`src/rtl/mul_iterative_unit.sv`:
```
// Iterative radix-2 shift-add multiplier for RV32M MUL/MULH/MULHSU/MULHU, 34-cycle latency.
// Optional MUL_ZERO_SKIP_EN: a zero operand magnitude bypasses CALC and completes in 2 cycles.
module mul_iterative_unit #(
  parameter int XLEN = 32
) (
  input  logic            clk,
  input  logic            rst,
  input  logic            start,
  input  logic            flush,
  input  logic [1:0]      mul_op,
  input  logic [XLEN-1:0] op_a,
  input  logic [XLEN-1:0] op_b,
  output logic            busy,
  output logic            done,
  output logic [XLEN-1:0] result
);

  typedef enum logic [1:0] {
    IDLE = 2'b00,
    CALC = 2'b01,
    SIGN = 2'b10
  } state_t;

  localparam logic [1:0] OP_MUL = 2'b00;
  localparam logic [1:0] OP_MULHU = 2'b11;

  state_t              state_r;
  state_t              state_nxt_s;
  logic [XLEN-1:0]     mcand_r;
  logic [XLEN-1:0]     mplier_r;
  logic [XLEN:0]       acc_hi_r;
  logic [4:0]          cnt_r;
  logic                neg_r;
  logic [1:0]          op_r;
  logic                done_r;
  logic [XLEN-1:0]     result_r;

  logic                sign_a_s;
  logic                sign_b_s;
  logic [XLEN-1:0]     mag_a_s;
  logic [XLEN-1:0]     mag_b_s;
  logic                skip_s;
  logic [XLEN:0]       sum_s;
  logic [2*XLEN-1:0]   prod_s;
  logic [2*XLEN-1:0]   signed_prod_s;

  // Operand signedness, magnitudes and zero-skip decision at capture time
  always_comb begin
    sign_a_s = (mul_op != OP_MULHU) & op_a[XLEN-1];
    sign_b_s = (mul_op[1] == 1'b0) & op_b[XLEN-1];
    mag_a_s  = sign_a_s ? (-op_a) : op_a;
    mag_b_s  = sign_b_s ? (-op_b) : op_b;
`ifdef MUL_ZERO_SKIP_EN
    skip_s   = (mag_a_s == '0) || (mag_b_s == '0);
`else
    skip_s   = 1'b0;
`endif
  end

  // One shift-add step and the final signed product
  always_comb begin
    if (mplier_r[0]) begin
      sum_s = acc_hi_r + {1'b0, mcand_r};
    end else begin
      sum_s = acc_hi_r;
    end
    prod_s        = {acc_hi_r[XLEN-1:0], mplier_r};
    signed_prod_s = neg_r ? (-prod_s) : prod_s;
  end

  // FSM state register
  always_ff @(posedge clk) begin
    if (rst) begin
      state_r <= IDLE;
    end else begin
      state_r <= state_nxt_s;
    end
  end

  // FSM next-state logic; flush overrides everything except reset
  always_comb begin
    state_nxt_s = state_r;
    if (flush) begin
      state_nxt_s = IDLE;
    end else begin
      case (state_r)
        IDLE: begin
          if (start) begin
            state_nxt_s = skip_s ? SIGN : CALC;
          end else begin
            state_nxt_s = IDLE;
          end
        end
        CALC: begin
          if (cnt_r == 5'd31) begin
            state_nxt_s = SIGN;
          end else begin
            state_nxt_s = CALC;
          end
        end
        SIGN:    state_nxt_s = IDLE;
        default: state_nxt_s = IDLE;
      endcase
    end
  end

  // FSM outputs: busy is decoded straight from state so the hazard unit sees it in cycle 1
  always_comb begin
    case (state_r)
      CALC:    busy = 1'b1;
      SIGN:    busy = 1'b1;
      default: busy = 1'b0;
    endcase
  end

  // Datapath: capture, iterate, sign-fix and publish the result
  always_ff @(posedge clk) begin
    if (rst) begin
      mcand_r  <= '0;
      mplier_r <= '0;
      acc_hi_r <= '0;
      cnt_r    <= 5'd0;
      neg_r    <= 1'b0;
      op_r     <= 2'b00;
      done_r   <= 1'b0;
      result_r <= '0;
    end else begin
      done_r <= 1'b0;
      if (!flush) begin
        case (state_r)
          IDLE: begin
            if (start) begin
              mcand_r  <= mag_a_s;
              // a skipped operation must reach SIGN with a zero product
              mplier_r <= skip_s ? '0 : mag_b_s;
              acc_hi_r <= '0;
              cnt_r    <= 5'd0;
              neg_r    <= sign_a_s ^ sign_b_s;
              op_r     <= mul_op;
            end
          end
          CALC: begin
            acc_hi_r <= {1'b0, sum_s[XLEN:1]};
            mplier_r <= {sum_s[0], mplier_r[XLEN-1:1]};
            cnt_r    <= cnt_r + 5'd1;
          end
          SIGN: begin
            result_r <= (op_r == OP_MUL) ? signed_prod_s[XLEN-1:0]
                                         : signed_prod_s[2*XLEN-1:XLEN];
            done_r   <= 1'b1;
          end
          default: begin
            done_r <= 1'b0;
          end
        endcase
      end
    end
  end

  assign done   = done_r;
  assign result = result_r;

endmodule

```
`config.mk`:
```
export PLATFORM = sky130hd
export DESIGN_NAME = mul_iterative_unit
export DESIGN_NICKNAME = d
export VERILOG_FILES = /design/src/rtl/mul_iterative_unit.sv
export SDC_FILE = /design/constraint.sdc
export NUM_CORES = 1
export LEC_CHECK = 0
export ABC_AREA = 0
export CELL_PAD_IN_SITES_DETAIL_PLACEMENT = 1
export CELL_PAD_IN_SITES_GLOBAL_PLACEMENT = 2
export CORE_MARGIN = 4
export CORE_UTILIZATION = 42
export CTS_BUF_LIST = sky130_fd_sc_hd__clkbuf_4 sky130_fd_sc_hd__clkbuf_8
export CTS_CLUSTER_DIAMETER = 30
export DETAILED_ROUTE_END_ITERATION = 7
export DONT_BUFFER_PORTS = 1
export GPL_TIMING_DRIVEN = 0
export PLACE_DENSITY = 0.93
export RECOVER_POWER = 100
export SYNTH_ARGS = -nofsm -noshare
export SYNTH_HDL_FRONTEND = slang
export SYNTH_SLANG_ARGS = --single-unit
```
`constraint.sdc`:
```
create_clock -name clk -period 8.1 [get_ports clk]
set_clock_uncertainty 0.1 [all_clocks]
set_input_delay 1.62 -clock clk [delete_from_list [all_inputs] [get_ports clk]]
set_output_delay 1.62 -clock clk [all_outputs]
set_load 0.02 [all_outputs]
```
* Word-level counts from Yosys, hierarchy flattened *
Cells that the tools add are included.

storage, ports and cells
  register bits after elaboration = 140
  bits in latches = 0
  RAM bits = 0
  memory bits (read-only) = 0
  word-level logic and storage cells = 48
  memories = 0

cells by class
  $add $sub $neg = 5
  multipliers = 0
  div/mod/pow operators = 0
  $lt $le $gt $ge = 0
  equality and inequality tests = 5
  shift operators = 0
  muxes and demuxes = 16
  bitwise logic cells = 5
  reductions and logical operators = 8

operator list
  operator             number
  $mux 32              4
  $mux 33              2
  $pmux 33 s2          1
  $mux 64              1
  $neg 32->32          2
  $neg 64->64          1
  $pmux 32 s2          1
  $add 33x32->33       1
  $pmux 5 s2           1
  $reduce_and 3->1     2
  $add 5x1->5 const B  1
  $eq 5x5->1 const B   1
  $mux 5               1
  $logic_not 2->1      2
  $ne 2x2->1 const B   2
  $pmux 2 s2           1
  $reduce_or 2->1      2
  $mux 1               3
  $and 1x1->1          2
  $eq 2x1->1 const B   1
  $eq 2x2->1 const B   1
  $mux 2               1
  $not 1->1            2
  $reduce_and 2->1     1
  2 further kinds      2

* Depth between registers and ports, before layout *
Gate-level depths: netlist of the first run.

  word-level depth = 5
  depth in mapped cells = 11
  depth with buffers taken out = 11

* Least setup slack after synthesis of the first run *
No wires, ideal clock.

  kind = input port to flip-flop
  start point = in op_b[14]
  end point = reg mplier_r[30]
  library setup time = 132 ps
  arrival time = 3889 ps
  required time = 7868 ps
  path slack = 3979 ps
  stages = 8
  cells stage by stage = or4_4 -> or4_1 -> or4_4 -> nor3_1 -> a21oi_1 -> xor2_1 -> o211ai_1 -> a21oi_1

on the way
  word-level cells in the longest chain between the ends = 4

ends and longest elaborated chain
  what                    line  source
  start: declaration      12    input logic [XLEN-1:0] op_b,
  $neg 32->32             52    mag_b_s = sign_b_s ? (-op_b) : op_b;
  $mux 32                 52
  $mux 32                 132   if (start) begin
  $pmux 32 s2             130   case (state_r)
  end signal: assignment  135   mplier_r <= skip_s ? '0 : mag_b_s;
  end signal: assignment  144   mplier_r <= {sum_s[0], mplier_r[XLEN-1:1]};
  end: declaration        30    logic [XLEN-1:0] mplier_r;

No other way between the ends. The select of a mux whose other input is x is not followed.
A chain may end at the register's enable or synchronous reset.

* Final worst setup path of the first run *
  start point = in op_a[8]
  end point = reg mcand_r[28]

on the way
  word-level cells in the longest chain between the ends = 2

ends and longest elaborated chain
  what                    line  source
  start: declaration      11    input logic [XLEN-1:0] op_a,
  $neg 32->32             51    mag_a_s = sign_a_s ? (-op_a) : op_a;
  $mux 32                 51
  end signal: assignment  133   mcand_r <= mag_a_s;
  end: declaration        29    logic [XLEN-1:0] mcand_r;

No other way between the ends.

==> run summary, run 1 <==
The detail-routed via count per cell was 6.17. The cell accounting for the most synthesized area was dfxtp_1. Subtracting the final worst setup slack from the clock period gives 4080 ps. After synthesis the netlist holds a flip-flop and latch count of 139.

In this run, the number of DRC markers left after iteration 0 of detailed routing was 731. In this run the standard cell core region covers 23600 µm². The layer flagged by global routing as most heavily used is met2. The area share of the largest cell type after synthesis came out at 0.274.

The routed layout has 10533 vias. The worst hold path begins at cnt_r[4]$_SDFFE_PP0P_. The number of synthesis warnings is 0, and the total clock sinks is 139.

Summing every instance area after synthesis gives 10200 µm². TritonCTS built the clock tree. The half-perimeter wire length after placement was 31000 µm; the number of buffers created by CTS was 17. The run gives 0 as the number of max-slew violations in the final report.

First-pass GRT wire length: 60100 µm. For this run, design rule violations remaining after detail routing come to 0. The post-synthesis mux area share was 0.0209. The required time of the critical path was 8370 ps.

The count of TritonRoute iterations in the first routing pass is 6. The logs give 0 for the initial antenna violation count and 1469 for the synthesized netlist net count. The path with the worst hold slack has its endpoint at cnt_r[4]$_SDFFE_PP0P_.

In this run the number of H-tree levels came out at 4. In the final design database the tool counted 1488 nets. 104 I/O pins were placed. The run finished with clean final reports. The switching power as a share of total power is 0.333.

The total die area came out at 26800 µm². At the pin with the least slew margin, the transition time is 887 ps. The largest fanout on the critical path works out to 6. Global-route track usage on met2: 0.452. The count of buffers added on input and output ports is 0. Prevailing post-synth register cell: dfxtp_1. The floorplan has 56 rows. The fraction of registers with async set or reset after synthesis was 0; the depth of the worst hold-timing path was 2. For the reported leakage power, the log shows 3.86 nW.

The share of power burned in combinational logic was 0.206. The area share of and/or/nand/nor cells after synthesis works out to 0.239. The combined global-route utilization of all metal layers was 0.288. The tools report the sort of element at the start of the critical path as an input port.

The die is 164 µm tall. The synthesized-area fraction occupied by ao, oa, aoi and oai cells was 0.269; the average instance area after synthesis was 7.48 µm². The maximum number of pins on one net before global-route repair is 17, and the worst hold margin is 376 ps. Xor/xnor share of the synthesized area: 0.104. The adder-cell share of the synthesized area was 0.0512; the die width was 164 µm. The startpoint of the worst-slack reg-to-reg timing path was mplier_r[7]$_SDFFE_PP0P_. The max capacitance violation total came out at 0. For this run, the top clock speed supported by timing is 245 MHz. Setup fix buffers added after clock tree synthesis: 0. For flop-to-flop paths, the worst setup slack is 4400 ps.

The root buffer cell chosen for the clock tree is clkbuf_8. The arrival time reported for the critical path endpoint is 4360 ps. The clock network fraction of total power is 0.359, and the portion of total power attributed to sequential cells is 0.435.

The met3 track demand over resource is 0.0570. The analysis attributes to net switching a power of 564 µW. The worst hold path class is reg2reg. Setup repair after global routing left no endpoint under its margin. The synthesized design contains 0 enable-type register cells. STA classifies the critical path endpoint as a flop. The logs give 0 for the post-cts sizing count and 39000 µm for the final wirelength.

The fraction of the cycle the final worst path needs is 0.504, and the worst reg2reg path depth is 8. The combinational family with the most area after synthesis was compound AO/OA/AOI/OAI gates. Adding up every negative setup slack in the final design gives 0 ps.

Yosys attributes the largest share of cell area to dfxtp_1, a21oi_1, nand2_1, xor2_1, nor2_1. The logs give 2 for the number of buffers between clock root and the deepest sink and 0.403 for the worst max-slew margin expressed relative to the limit. The number of hold-slack violations in the final timing report is 0.

The tools report the maximum ir drop on the vdd rail as 0.0000761 V. For the number of antenna repair diodes, the log shows 0. Reg-to-reg endpoint: result[12]$_SDFFE_PP0P_. The count of hold-fix buffers inserted at cts is 0, and the number of global-route vias before repair is 10551. Relative to the synthesized area, the layout overhead comes to 7.18%. The synthesized netlist cell count is 1358. The routed length per instance was 22.8 µm; the routability-driven placement congestion ratio was 0.979. The initial cell density of the core is 0.430, and the power density normalized to cell area is 156 nW/µm². After clock tree synthesis, the clock-pin slew on the worst setup and hold paths is 90 ps. The critical path is of the in2reg type. For the latest clock arrival within the worst-skew pair, the log shows 460 ps.

The global-route met1 utilization was 0.398; the internal power contribution was 1.13 mW. Counting distinct cell types in the post-synthesis netlist gives 69. The proportion of synthesized chip area in sequential cells was 0.274. Once detail routing completed, the nets flagged for antenna violations numbered 0. The global route total overflow came out at 0. Setup violations remaining at the end of the flow were counted as 0.

The fraction of layout instances using a drive strength above 1 is 0.0324.
-- power groups by stage --
stage / Combinational [mW] / Sequential (mW) / Clock, mW
3_5_place_dp: 0.350 / 0.752 / 0
2_1_floorplan: 0.252 / 0.736 / 0
5_1_grt: 0.382 / 0.740 / 0.641
6_report: 0.350 / 0.738 / 0.609
3_3_place_gp: 0.343 / 0.751 / 0
4_1_cts: 0.352 / 0.736 / 0.613
-- metal layers --
layer	wire [µm]	part of all wire
met5	0	0
met1	18200	0.47
met3	2600	0.067
met4	1090	0.028
met2	17100	0.44
-- critical path, cell delays in order --
cell and delay [ps]:
or3_1 410, or4_1 470, or3_1 450, nor4_1 660, nand2_1 110, o21ai_0 240
xor2_1 130, a211oi_1 260
-- cell families after synthesis --
family	after synthesis
AOI/OAI and AO/OA	427
adders and majority gates	41
muxes	21
DFF	139
and+or+nand+nor	494
xor gates and xnor gates	121
buffers and inverters	115
-- final cells by class --
cell class,instances,area [µm²]
well taps,319,399
clock inverters,13,168
plain buffers,89,334
clock buffers,18,241
fillers,3039,12700
multi-input cells,1104,6870
flip-flops and latches,139,2780
inverters,26,97.6
-- how the worst max path moves through the flow --
stage	from	end	slack [ps]	cells past startpoint
after global routing	op_b[14]	mplier_r[29]$_SDFFE_PP0P_	3860	8
final	op_a[8]	mcand_r[28]$_SDFFE_PP0P_	4020	8
after CTS	op_b[14]	mplier_r[29]$_SDFFE_PP0P_	4260	8
after floorplan	op_b[14]	mplier_r[30]$_SDFFE_PP0P_	3980	8
after detailed placement	op_b[14]	mplier_r[29]$_SDFFE_PP0P_	3770	8
after global placement	op_b[14]	mplier_r[30]$_SDFFE_PP0P_	3800	8
-- synthesized netlist by cell type (all sizes together), types with 7 or more instances --
master / n
or2: 7
xnor2: 58
or3: 20
o41ai: 10
buf: 9
nand3b: 7
clkbuf: 80
o21ai: 103
a22oi: 8
or4: 21
a211oi: 37
nand3: 23
nor4: 17
nor3: 36
nand4: 12
ha: 40
a311oi: 10
nand2b: 17
o31ai: 29
and3: 16
a21oi: 122
dfxtp: 139
a31oi: 15
nor2b: 7
nor2: 140
a21o: 24
nand2: 154
mux2i: 19
o211ai: 15
xor2: 63
inv: 25
a222oi: 11
-- flip-flops by register name, indices dropped and copies added (netlist names) --
register and cells:
acc_hi_r 32, mcand_r 32, mplier_r 32, result 32, cnt_r 5, op_r 2
state_r 2, done 1, neg_r 1
-- cell usage in the layout (no fill, tap or decap), drive strengths merged, types with 11 or more instances in the layout --
cell / n
nand2: 154
a31oi: 15
nor4: 17
ha: 40
o31ai: 29
inv: 28
xnor2: 58
nor2: 140
nand2b: 17
a21o: 24
o211ai: 15
nand4: 12
clkbuf: 102
or3: 20
xor2: 63
nand3: 23
o21ai: 103
or4: 21
dfxtp: 139
a21oi: 122
nor3: 36
mux2i: 19
and3: 16
a222oi: 11
a211oi: 37
-- metrics by stage --
| step | cells | total power, mW | cell area, µm² | utilization | setup WS (ps) |
|---|---|---|---|---|---|
| after floorplan | 1358 | 0.988 | 10200 | - | 3980 |
| after global placement | 1677 | 1.09 | 10600 | 0.447 | 3800 |
| after detailed placement | 1677 | 1.10 | 10600 | 0.447 | 3770 |
| after CTS | 1708 | 1.70 | 11000 | 0.465 | 4260 |
| after global routing | 1708 | 1.76 | 10900 | 0.461 | 3860 |
| final | 1708 | 1.70 | 10900 | 0.461 | 4020 |
Note: power is estimated with default switching activity, not from simulation.
==> inputs of run 2 (changes only) <==
--- a/config.mk
+++ b/config.mk
@@ -9,13 +9,13 @@
 export CELL_PAD_IN_SITES_DETAIL_PLACEMENT = 1
 export CELL_PAD_IN_SITES_GLOBAL_PLACEMENT = 2
 export CORE_MARGIN = 4
-export CORE_UTILIZATION = 42
+export CORE_UTILIZATION = 39
 export CTS_BUF_LIST = sky130_fd_sc_hd__clkbuf_4 sky130_fd_sc_hd__clkbuf_8
 export CTS_CLUSTER_DIAMETER = 30
 export DETAILED_ROUTE_END_ITERATION = 7
 export DONT_BUFFER_PORTS = 1
 export GPL_TIMING_DRIVEN = 0
-export PLACE_DENSITY = 0.93
+export PLACE_DENSITY = 0.87
 export RECOVER_POWER = 100
 export SYNTH_ARGS = -nofsm -noshare
 export SYNTH_HDL_FRONTEND = slang
==> constraint.sdc (replaced) <==
create_clock -name clk -period 3.8 [get_ports clk]
set_clock_uncertainty 0.1 [all_clocks]
set_input_delay 0.76 -clock clk [delete_from_list [all_inputs] [get_ports clk]]
set_output_delay 0.76 -clock clk [all_outputs]
set_load 0.02 [all_outputs]
==> run 2 against run 1 <==
  * First-iteration DRC count up 4.0%
  * Die area up 7.3%
  * Power up 110%
  * Worst hold slack worse by 130 ps
  * Sequential share of layout area about the same
  * Utilization down 3.3 points
  * Critical path type is now reg2reg
  * Combinational power up 120%
  * Cell area about the same
  * Final cell count up 0.64%
  * Critical endpoint is now result[28]$_SDFFE_PP0P_
  * Setup slack worse by 3800 ps
==> run summary, run 2 (synthesized netlist as in run 1, its figures left out) <==
The run finished with clean final reports. The worst-case setup margin in the final layout is 224 ps (-3790 ps). The combined global-route utilization of all metal layers came out at 0.275 (-0.0129). The area overhead of the layout relative to synthesis is 7.15% (about the same), and the arrival time reported for the critical path endpoint is 3790 ps (-570 ps). The initial cell density of the core came out at 0.400 (-0.0303). The start-to-end type of the worst setup path was reg2reg. TritonCTS built the clock tree. The tools report the area used by multi-input combinational logic as 6900 µm² (+0.42%). For the number of hold-slack violations in the final timing report, the log shows 0 (unchanged). The tools report the reported leakage power as 3.86 nW (about the same).

The critical path goes through or4_4 > or4_4 > nor4_1 > nand4_4 > o31ai_1 > xnor2_1 > o21ai_0 > a21oi_1. The number of buffers created by CTS was 17 (unchanged). Fraction of layout instances using a drive strength above 1: 0.0367 (+0.00432). The first-pass GRT wire length is 62000 µm (+3.1%). STA classifies the critical path startpoint as a flop.

Number of buffers between clock root and the deepest sink: 2 (unchanged). The logs give 0 (unchanged) for the count of hold-fix buffers inserted at cts and 0 (unchanged) for the number of max-slew violations in the final report. The cell sitting at the root of the clock tree is a clkbuf_8. The count of TritonRoute iterations in the first routing pass is 7 (+1), and the routed metal-1 wirelength is 19600 µm (+8.1%). The remaining number of nets flagged by the antenna check after routing was 0 (unchanged). Detail-routed via count per cell: 6.08 (-1.4%).

The tools report the initial antenna violation count as 0 (unchanged). The tools report the detailed route wirelength on metal2 as 17100 µm (+0.29%). The total of fill cells in the finished design is 3299 (+8.6%), and the total chip power is 3.53 mW (+110%).

The total die area is 28700 µm² (+7.3%). The library cell used most frequently in the layout, excluding fill and tap cells, is nand2_1. The vertical die dimension is 169 µm (+3.6%), and the H-tree depth is 4 (unchanged).

The worst setup path is captured at a flop. The number of I/O port buffers works out to 0 (unchanged). The sum of buffers and inverters on the critical path works out to 0 (unchanged). The routability-driven placement congestion ratio was 0.924 (-5.6%); the achievable frequency was 280 MHz. The run gives 242 ps (-134 ps) as the worst hold margin.

The worst hold path belongs to the class in2reg. The minimum clock period was 3580 ps; the routed length per instance was 23.2 µm (+1.6%). Number of design rule violations left after detail routing: 0 (unchanged). The run gives 0 (unchanged) as the number of antenna repair diodes.

The logs give 0 (unchanged) for the global route total overflow and 10600 µm² (+0.13%) for the post-place instance area. Area of the core region: 25400 µm² (+7.6%). In the layout the commonest cells are nand2_1, nor2_1, dfxtp_1, a21oi_1, o21ai_0. The final core area utilization was 0.429 (-0.0326).

The sequential cell area in the final layout is 2780 µm² (unchanged), and the number of nets in the layout is 1488 (unchanged). The worst slack at placement was 161 ps (-3610 ps). The cell family contributing the most delay on the critical path is simple AND/OR/NAND/NOR gates. The number of instances in the placed design is 1688 (+0.66%).

The fraction of the cycle the final worst path needs was 0.941; the half-perimeter wire length after placement was 31600 µm (+2.0%). The power density normalized to cell area was 324 nW/µm² (+110%); the largest fanout on the critical path was 9 (+3). The required time of the critical path was 4020 ps (-4350 ps); the iteration-0 DRC count of the detailed router was 760 (+4.0%). Setup repair after global routing left no endpoint under its margin.

The routed wire length on met3 is 2210 µm (-15%). Uppermost signal routing layer after detailed routing: met4. The logs give 0.000189 V (+150%) for the maximum ir drop on the vdd rail and 39800 µm (+2.3%) for the final wirelength.

The worst max-slew margin expressed relative to the limit is 0.323 (-0.0799). The maximum single-stage delay on the critical path is 830 ps (+170 ps), and the number of rows created at floorplan is 58 (+3.6%). The cell that appears most often on the critical path is or4_4. The slew at the pin closest to its max-slew limit was 1010 ps (+124 ps). The latest clock arrival within the worst-skew pair is 480 ps (+20 ps). The tools report the max capacitance violation total as 0 (unchanged). The total clock sinks was 139 (unchanged); the maximum number of pins on one net before global-route repair was 17 (unchanged).

The number of vias after detailed routing is 10452 (-0.77%), and the number of global-route vias before repair is 10551 (unchanged). The total of endpoints with negative setup slack in the final report was 0 (unchanged); the die width was 169 µm (+3.6%). The accumulated negative setup slack is 0 ps (unchanged), and the post-layout instance count excluding filler cells is 1719 (+0.64%). The CTS clock-pin slew for the worst setup and hold paths is 100 ps (about the same).

Slowest library cell on the worst path: nor4_1. The area of all placed cells without fillers was 10900 µm² (about the same); the number of placed I/O pins was 104 (unchanged).
==> run 2: cell type report <==
class	count	area share
well taps	330	0.0379
inverters	26	0.00896
clock buffers	18	0.0222
plain buffers	89	0.0308
clock inverters	13	0.0111
flip-flops and latches	139	0.256
multi-input cells	1104	0.634
==> run 2: what timing repair did <==
item / CTS / global route
setup endpoints to repair: 0 / 7
buffers inserted: 0 / 0
gates resized for setup: 0 / 3
==> run 2: final timing paths <==
| path | cells past startpoint | startpoint | to | slack, ps |
|---|---|---|---|---|
| setup / recovery | 8 | mplier_r[7]$_SDFFE_PP0P_ | result[28]$_SDFFE_PP0P_ | 220 |
| hold reg to reg | 2 | cnt_r[4]$_SDFFE_PP0P_ | cnt_r[4]$_SDFFE_PP0P_ | 370 |
| setup reg to reg | 8 | mplier_r[7]$_SDFFE_PP0P_ | result[28]$_SDFFE_PP0P_ | 220 |
| hold / removal | 1 | flush | state_r[1]$_SDFF_PP0_ | 240 |
==> run 2: report_power, final <==
group	switching, mW	internal [mW]	total, mW
registers	0.0710	1.50	1.57
logic	0.497	0.255	0.753
clock network	0.674	0.526	1.20
total	1.24	2.28	3.53
==> run 2: routing by layer <==
layer | vias up | global-route usage
li1 | 4998 | -
met1 | 5119 | 0.403
met2 | 288 | 0.423
met3 | 47 | 0.0471
met4 | 0 | 0.0637
met5 | - | 0
